`config.mk`:
```
export PLATFORM = sky130hd
export DESIGN_NAME = npu_dma_desc_queue
export DESIGN_NICKNAME = d
export VERILOG_FILES = /design/src/rtl/npu_dma_pkg.sv /design/src/rtl/npu_sync_fifo.sv /design/src/rtl/npu_dma_desc_queue.sv
export SDC_FILE = /design/constraint.sdc
export NUM_CORES = 1
export LEC_CHECK = 0
export BUFFER_PORTS_ARGS = -buffer_cell sky130_fd_sc_hd__buf_4
export CORE_ASPECT_RATIO = 1.1
export CORE_MARGIN = 1.5
export CORE_UTILIZATION = 50
export CTS_CLUSTER_SIZE = 8
export DETAILED_ROUTE_END_ITERATION = 6
export GPL_ROUTABILITY_DRIVEN = 1
export PLACE_DENSITY_LB_ADDON = 0.1
export SLEW_MARGIN = 10
export SYNTH_ARGS = -nofsm -noshare
export SYNTH_HDL_FRONTEND = slang
export SYNTH_SLANG_ARGS = --single-unit
```
`constraint.sdc`:
```
create_clock -name clk_i -period 13.93 [get_ports clk_i]
set_clock_uncertainty 0.2 [all_clocks]
set_input_delay 3.4825 -clock clk_i [delete_from_list [all_inputs] [get_ports clk_i]]
set_output_delay 3.4825 -clock clk_i [all_outputs]
set_load 0.01 [all_outputs]
```
`src/rtl/npu_dma_pkg.sv`:
```
// Shared types for the NPU DMA descriptor queue: descriptor layout, opcodes,
// completion status codes and issue-sequencer state encoding.
package npu_dma_pkg;

    localparam int DMA_ADDR_W = 32;
    localparam int DMA_TAG_W  = 4;
    localparam int DMA_SIZE_W = 22;

    typedef enum logic [2:0] {
        OP_MEM2REG = 3'b000,
        OP_REG2MEM = 3'b001,
        OP_MEM2MEM = 3'b010
    } dma_op_t;

    typedef enum logic [1:0] {
        CPL_OK      = 2'b00,
        CPL_DMA_ERR = 2'b01,
        CPL_TIMEOUT = 2'b10,
        CPL_INVALID = 2'b11
    } dma_cpl_status_t;

    typedef logic [1:0] qstate_t;
    localparam qstate_t ST_IDLE   = 2'd0;
    localparam qstate_t ST_ISSUE  = 2'd1;
    localparam qstate_t ST_WAIT   = 2'd2;
    localparam qstate_t ST_RETIRE = 2'd3;

    // op is kept as raw bits so out-of-range opcodes survive to the validity check
    typedef struct packed {
        logic [DMA_ADDR_W-1:0] src;
        logic [DMA_ADDR_W-1:0] dst;
        logic [DMA_SIZE_W-1:0] size;
        logic [2:0]            op;
        logic [DMA_TAG_W-1:0]  tag;
    } dma_desc_t;

    function automatic logic desc_is_valid(input dma_desc_t d);
        return (d.size != '0) && (d.op <= OP_MEM2MEM);
    endfunction

endpackage

```
`src/rtl/npu_sync_fifo.sv`:
```
// Single-clock show-ahead FIFO with synchronous flush; head word visible on pop_data.
// Pushes while full and pops while empty are ignored; flush beats push and pop.
module npu_sync_fifo #(
    parameter  int WIDTH = 8,
    parameter  int DEPTH = 8,
    localparam int AW    = $clog2(DEPTH)
) (
    input  logic             clk,
    input  logic             rst,
    input  logic             flush,
    input  logic             push,
    input  logic [WIDTH-1:0] push_data,
    input  logic             pop,
    output logic [WIDTH-1:0] pop_data,
    output logic             full,
    output logic             empty,
    output logic [AW:0]      level
);

    localparam logic [AW:0] FULL_LEVEL = DEPTH[AW:0];

    logic [WIDTH-1:0] mem [DEPTH];
    logic [AW:0]      wr_ptr;
    logic [AW:0]      rd_ptr;
    logic             do_push;
    logic             do_pop;

    // Pointers carry one extra wrap bit so full and empty are distinguishable
    assign level    = wr_ptr - rd_ptr;
    assign full     = (level == FULL_LEVEL);
    assign empty    = (wr_ptr == rd_ptr);
    assign pop_data = mem[rd_ptr[AW-1:0]];
    assign do_push  = push && !full && !flush;
    assign do_pop   = pop && !empty && !flush;

    always_ff @(posedge clk or posedge rst) begin
        if (rst) begin
            wr_ptr <= '0;
            rd_ptr <= '0;
        end else if (flush) begin
            wr_ptr <= '0;
            rd_ptr <= '0;
        end else begin
            if (do_push) wr_ptr <= wr_ptr + (AW+1)'(1);
            if (do_pop)  rd_ptr <= rd_ptr + (AW+1)'(1);
        end
    end

    always_ff @(posedge clk) begin
        if (do_push) mem[wr_ptr[AW-1:0]] <= push_data;
    end

endmodule

```
`src/rtl/npu_dma_desc_queue.sv`:
```
// Descriptor queue + one-at-a-time DMA issue sequencer; push to dma_req is 2 cycles when idle.
// desc_ready drops when full or flushing; completion record held until cpl_ready_i.
module npu_dma_desc_queue
    import npu_dma_pkg::*;
#(
    parameter  int DEPTH          = 8,
    parameter  int ADDR_WIDTH     = DMA_ADDR_W,
    parameter  int TAG_WIDTH      = DMA_TAG_W,
    parameter  int TIMEOUT_CYCLES = 4096,
    localparam int LW             = $clog2(DEPTH) + 1
) (
    input  logic                  clk_i,
    input  logic                  rst_i,
    input  logic                  flush_i,
    input  logic                  desc_valid_i,
    output logic                  desc_ready_o,
    input  logic [ADDR_WIDTH-1:0] desc_src_i,
    input  logic [ADDR_WIDTH-1:0] desc_dst_i,
    input  logic [21:0]           desc_size_i,
    input  logic [2:0]            desc_op_i,
    input  logic [TAG_WIDTH-1:0]  desc_tag_i,
    output logic                  dma_req_o,
    output logic [ADDR_WIDTH-1:0] dma_src_addr_o,
    output logic [ADDR_WIDTH-1:0] dma_dst_addr_o,
    output logic [21:0]           dma_size_o,
    output logic [2:0]            dma_op_o,
    input  logic                  dma_done_i,
    input  logic                  dma_error_i,
    output logic                  cpl_valid_o,
    input  logic                  cpl_ready_i,
    output logic [TAG_WIDTH-1:0]  cpl_tag_o,
    output logic [1:0]            cpl_status_o,
    output logic                  busy_o,
    output logic [LW-1:0]         level_o
);

    localparam int WD_RAW = $clog2(TIMEOUT_CYCLES + 1);
    localparam int WD_W   = (WD_RAW > 12) ? WD_RAW : 12;
    localparam logic [WD_W-1:0] WD_LAST = WD_W'(TIMEOUT_CYCLES - 1);

    dma_desc_t       push_desc;
    dma_desc_t       fifo_head;
    dma_desc_t       issue_q;
    dma_cpl_status_t status_q;
    qstate_t         state;
    logic [WD_W-1:0] wdog;
    logic            fifo_full;
    logic            fifo_empty;
    logic            fifo_push;
    logic            fifo_pop;

    always_comb begin
        push_desc      = '0;
        push_desc.src  = DMA_ADDR_W'(desc_src_i);
        push_desc.dst  = DMA_ADDR_W'(desc_dst_i);
        push_desc.size = desc_size_i;
        push_desc.op   = desc_op_i;
        push_desc.tag  = DMA_TAG_W'(desc_tag_i);
    end

    // Ready is also masked while reset is held so every output reads 0 in reset
    assign desc_ready_o = !fifo_full && !flush_i && !rst_i;
    assign fifo_push    = desc_valid_i && desc_ready_o;
    assign fifo_pop     = (state == ST_IDLE) && !fifo_empty && !flush_i;

    npu_sync_fifo #(
        .WIDTH ($bits(dma_desc_t)),
        .DEPTH (DEPTH)
    ) u_fifo (
        .clk       (clk_i),
        .rst       (rst_i),
        .flush     (flush_i),
        .push      (fifo_push),
        .push_data (push_desc),
        .pop       (fifo_pop),
        .pop_data  (fifo_head),
        .full      (fifo_full),
        .empty     (fifo_empty),
        .level     (level_o)
    );

    always_ff @(posedge clk_i or posedge rst_i) begin
        if (rst_i) begin
            state    <= ST_IDLE;
            issue_q  <= '0;
            status_q <= CPL_OK;
            wdog     <= '0;
        end else begin
            case (state)
                ST_IDLE: begin
                    if (fifo_pop) begin
                        issue_q <= fifo_head;
                        if (desc_is_valid(fifo_head)) begin
                            state <= ST_ISSUE;
                        end else begin
                            state    <= ST_RETIRE;
                            status_q <= CPL_INVALID;
                        end
                    end
                end
                ST_ISSUE: begin
                    state <= ST_WAIT;
                    wdog  <= '0;
                end
                ST_WAIT: begin
                    if (wdog != '1) wdog <= wdog + WD_W'(1);
                    // Error outranks a coincident done
                    if (dma_error_i) begin
                        state    <= ST_RETIRE;
                        status_q <= CPL_DMA_ERR;
                    end else if (dma_done_i) begin
                        state    <= ST_RETIRE;
                        status_q <= CPL_OK;
                    end else if ((TIMEOUT_CYCLES != 0) && (wdog == WD_LAST)) begin
                        state    <= ST_RETIRE;
                        status_q <= CPL_TIMEOUT;
                    end
                end
                ST_RETIRE: begin
                    if (cpl_ready_i) state <= ST_IDLE;
                end
                default: state <= ST_IDLE;
            endcase
        end
    end

    assign dma_req_o      = (state == ST_ISSUE);
    assign dma_src_addr_o = ADDR_WIDTH'(issue_q.src);
    assign dma_dst_addr_o = ADDR_WIDTH'(issue_q.dst);
    assign dma_size_o     = issue_q.size;
    assign dma_op_o       = issue_q.op;
    assign cpl_valid_o    = (state == ST_RETIRE);
    assign cpl_tag_o      = TAG_WIDTH'(issue_q.tag);
    assign cpl_status_o   = status_q;
    assign busy_o         = !fifo_empty || (state != ST_IDLE);

endmodule

```
Word-level counts from Yosys, hierarchy flattened:

Memory sizes are Yosys's and may differ from the RTL's.
Index checks and enable logic that the tools add are counted.
W data, S select, Z words.

* add/subtract/negate cells: 4
* magnitude comparators: 1
* equality and inequality tests: 12
* reduce and logical (&&, ||, !) cells: 26
* multiplexer cells: 21

Operator list (count)
* $pmux W13 S2: 1
* $mux W2: 11
* $reduce_bool A22 Y1: 1
* $mux W4: 4
* $add A13 B1 Y13 const B: 1
* $eq A13 B12 Y1 const B: 1
* $mux W13: 1
* $ne A13 B13 Y1 const B: 1
* $logic_and A1 B1 Y1: 10
* $reduce_bool A2 Y1: 5
* $add A4 B1 Y4 const B: 2
* $pmux W2 S4: 1
* $eq A2 B2 Y1 const B: 2
* $eq A4 B4 Y1: 1
* $eq A4 B4 Y1 const B: 1
* $logic_not A1 Y1: 4
* $ne A2 B1 Y1 const B: 2
* $ne A2 B2 Y1 const B: 2
* $ne A4 B4 Y1 const B: 1
* $pmux W2 S2: 1
* $reduce_and A2 Y1: 2
* $reduce_and A4 Y1: 1
* $sub A4 B4 Y4: 1
* $le A3 B2 Y1 const B: 1
* other kinds (5): 6

* output and inout bits: 103
* memories kept: 1
* RAM bits: 744
* register bits: 118

Memories
* u_fifo.mem: depth 8, width 93, rd ports 1, clocked after memory_dff 0, write ports 1, line npu_sync_fifo.sv:22 `logic [WIDTH-1:0] mem [DEPTH];`

Depth between registers and ports, before layout:

* depth in word-level cells: 10
* mapped depth: 11
* depth with buffers taken out: 10

Cells and area by module:

From an unflattened synthesis, not the netlist that was laid out.

* cell total of the unflattened synthesis: 1866
* area total of the unflattened synthesis: 33148.0 um^2

By module, submodules not included
* npu_sync_fifo: seq. area each 22541.6 um^2, cells each 1355, instances 1, area each 28632.5 um^2
* npu_dma_desc_queue: seq. area each 2752.6 um^2, cells each 511, instances 1, area each 4515.6 um^2

Worst setup path after synthesis:

No wires, ideal clock.

* path kind: input to register
* start: input port flush_i
* end: memory u_fifo.mem[4][0] (netlist name), enable pin
* stages on the path: 5
* setup time: 659 ps
* path slack: 2426 ps
* arrival: 10645 ps
* path buffers: 1
* data required time: 13071 ps
* path through: clkbuf_1 nor2_1 o311ai_1 or2_2 nor3_1

* cells in the longest elaborated chain, start to end: 8

Ends and longest elaborated chain
* start, declared: line npu_dma_desc_queue.sv:14 `input logic flush_i,`
* $logic_not A1 Y1 (*): line npu_sync_fifo.sv:33, npu_dma_desc_queue.sv:62
* $logic_and A1 B1 Y1 (2 in series): line npu_dma_desc_queue.sv:62 `assign desc_ready_o = !fifo_full && !flush_i && !rst_i;`
* $logic_and A1 B1 Y1: line npu_dma_desc_queue.sv:63 `assign fifo_push = desc_valid_i && desc_ready_o;`
* $logic_and A1 B1 Y1: line npu_sync_fifo.sv:33 `assign do_push = push && !full && !flush;`
* $logic_and A1 B1 Y1 (*): line npu_sync_fifo.sv:33
* $mux W1 (*): line npu_sync_fifo.sv:50 `if (do_push) mem[wr_ptr[AW-1:0]] <= push_data;`
* $mux W1 (not written as such) (*): line npu_sync_fifo.sv:50
* end, declared: line npu_sync_fifo.sv:22

Mark *: on every way between the ends. The rest lies on a longest branch, timed or not.

Worst setup path in the final report:

* start: input port flush_i
* end: output port desc_ready_o

* cells in the longest elaborated chain, start to end: 3

Ends and longest elaborated chain
* $logic_not A1 Y1: line npu_dma_desc_queue.sv:62
* $logic_and A1 B1 Y1 (2 in series): line npu_dma_desc_queue.sv:62
* end, declared: line npu_dma_desc_queue.sv:16 `output logic desc_ready_o,`

No other way between the ends.

==> reports/metrics.cfg <==
[final_layout]
final_area_um2 = 38700
drive_above_1_share_pct = 27.9
nets = 1996
syn_to_final_growth_pct = 18.2

[cts]
cts_buffer_depth = 3
cts_sinks = 862
postCtsHoldBufs = 0
clkTransAtPathRegs_ns = 0.05
htreeDepth = 3
root_buffer = clkbuf_16
numCtsBuffers = 117
cts_resized = 0
cts_tree = yes
clock_latency_ns = 0.66
cts_setup_buffers = 0

[setup_path]
cp-start-kind = input pin
cp_max_fo = 9
cp-end-kind = primary output
critPathMaxStageDelay_ns = 0.22
cp_top_family = buffers and inverters
crit_buf_inv = 2
path_class = in2out
cpMostUsedCell = buf_4
crit_chain = buf_4 > nor2_1 > a21boi_0 > buf_4
required_ns = 10.25
critPathSlowestCell = a21boi_0
arrival_ns = 4.20

[detailed_routing]
remaining_drc_errors = 0
ant_nets = 0
drt-initial-drc-count = 1031
vias = 15852
detail_route.first_pass.iterations = 7
wl_um = 69200
wl_per_cell_um = 24.4
vias_per_cell = 5.58

[placed_design]
io_buffers = 202
place.detailed.hpwl_um = 38200
placed_area_um2 = 35300
globalplace.congestion = 0.765

[sta]
hold_viol = 0
rsz0062_at_grt = false
timing.fmax_mhz = 127
period_share_pct = 56.6
tns_ns = 0
period_needed_ns = 7.89
timing.slew.headroom_pct = 29.7
worst_slew_pin_slew_ns = 1.05
drv_slew = 0
setup_viol = 0

[logic_synthesis]
synth_cell_types = 53
synth_area_per_cell_um2 = 20.4
synth_seq_cells = 862
synth-edff-count = 744
syn_nets = 1718
synthArstFlopShare_pct = 13.7
ys_warn_count = 0
postSynthCellCount = 1606
synth_seq_area_share_pct = 77.2
synthFlopType = edfxtp_1
syn_area_um2 = 32700

[global_routing]
grt_pass1_wl_um = 105000
grt_pass1_vias = 16757
grt_max_degree = 95
busiest_layer = met2
gr-total-overflow = 0
track_usage_pct = 21.2
grt_util_met2_pct = 34.1
grtUsageMet1_pct = 29.2
antenna_found_initial = 9
use_met3_pct = 4.84

[power_and_ir_drop]
p_leak_nw = 13.6
power.density_nw_per_um2 = 166
peakVddDrop_mv = 0.120

[job]
maxCapViolCount = 0

[floorplan]
coreArea_um2 = 64900
ioPinCount = 203
die_area_um2 = 67000
initial_core_util_pct = 50.5
die_h_um = 271
rows = 98
fp.dieW_um = 247

[hold_path]
hp-class = reg2reg

[outcome]
run_status = finished, final reports clean

==> registers in the layout (all words and copies together), names as in the netlist, 3 cells and up <==
| signal | count |
|---|---|
| dma_size_o | 22 |
| dma_op_o | 3 |
| u_fifo.mem | 744 |
| u_fifo.wr_ptr | 4 |
| u_fifo.rd_ptr | 4 |
| cpl_tag_o | 4 |
| dma_src_addr_o | 32 |
| wdog | 13 |
| dma_dst_addr_o | 32 |
==> placed cells by master, fill, tap and decap left out, types with 5 or more instances in the layout <==
| cell | netlist | final |
|---|---|---|
| clkbuf_1 | 35 | 97 |
| nor2_1 | 29 | 24 |
| xnor2_1 | 6 | 6 |
| nor2_4 | 0 | 5 |
| a22o_1 | 5 | 5 |
| nand4_1 | 7 | 7 |
| o21ai_0 | 101 | 101 |
| nand2b_1 | 7 | 7 |
| ha_1 | 11 | 11 |
| clkbuf_16 | 0 | 118 |
| buf_4 | 4 | 234 |
| mux4_2 | 176 | 176 |
| mux2i_1 | 110 | 110 |
| inv_1 | 13 | 12 |
| xor2_1 | 5 | 5 |
| a22oi_1 | 5 | 5 |
| a21oi_1 | 9 | 9 |
| nand3_1 | 8 | 8 |
| dfrtp_1 | 118 | 115 |
| nand2_1 | 114 | 114 |
| nor2b_1 | 8 | 8 |
| edfxtp_1 | 744 | 744 |
==> worst paths after layout <==
check / start / slack (ns) / depth (start not counted) / end
max: flush_i / 6.04 / 4 / desc_ready_o
min: dma_size_o[10] / 0.28 / 2 / dma_size_o[10]
max reg2reg: u_fifo.rd_ptr[2] / 8.57 / 10 / u_fifo.mem[3][81]
min reg2reg: dma_size_o[10] / 0.28 / 2 / dma_size_o[10]
max in group asynchronous: rst_i / 9.43 / 3 / dma_dst_addr_o[1]
min in group asynchronous: rst_i / 2.83 / 2 / dma_dst_addr_o[0]
==> metrics by stage <==
stage	std cells	power [W]	hold WS (ns)	utilization (%)	worst slack, ns
floorplan	1606	0.00351	0.237	-	2.43
global placement	2615	0.00387	0.252	54.4	6.06
detailed placement	2615	0.00389	0.271	54.4	6.06
CTS	2836	0.00650	0.283	59.7	6.05
global route	2838	0.00668	0.294	59.7	5.96
finish	2840	0.00642	0.275	59.7	6.04
==> worst reg2reg max path, stage by stage, from the launching register on <==
cell      delay, ns
dfrtp_4        1.02
inv_2          0.40
ha_1           0.47
o21ai_0        0.12
a21oi_1        0.20
o311ai_1       0.15
buf_4          0.19
nand2b_1       0.29
nor2_4         0.52
buf_4          0.60
buf_4          0.75
==> cell type report <==
class	instances	area [µm²]
antenna	4	10.0
clock buffer	215	3320
clock inverter	6	92.6
fill	4735	26100
inverter	15	63.8
multi-input combinational	654	7110
sequential	862	25300
tap	850	1060
timing repair buffer	234	1760
==> synth_stat cells, drive strengths merged, types with 8 or more instances <==
master / n / area, µm²
mux4: 176 / 3960
dfrtp: 118 / 2950
o21ai: 102 / 510
ha: 11 / 138
nor2: 29 / 109
edfxtp: 744 / 22300
nor2b: 8 / 50.1
buf: 40 / 206
clkbuf: 35 / 131
mux2i: 110 / 1100
inv: 15 / 56.3
nand3: 8 / 40.0
a21oi: 9 / 45.0
nand2: 114 / 428
==> logic make-up (layout without fill, tap and decap cells) <==
logic type	after synthesis	count (layout)	synth area share, %
AO/OA/AOI/OAI	147	147	2.61
XOR/XNOR	11	11	0.294
adder cells (fa/ha/maj)	12	12	0.481
buffers and inverters	90	470	1.20
flip-flops	862	862	77.2
multiplexers	288	288	15.5
other	0	4	0
AND/OR/NAND/NOR	196	196	2.63
==> where the power goes <==
part / leakage (nW) / switching [W] / internal [W]
logic: 3.74 / 0.000400 / 0.000372
clock network: 1.61 / 0.00102 / 0.00158
registers: 8.22 / 0.0000934 / 0.00296
total: 13.6 / 0.00151 / 0.00491
==> metal layers <==
layer	vias to the layer above	share of wire [%]
met5	-	0.090
met4	10	1.5
met3	76	5.5
met2	377	50
met1	8307	43
li1	7082	-
Note: power is estimated with default switching activity, not from simulation.
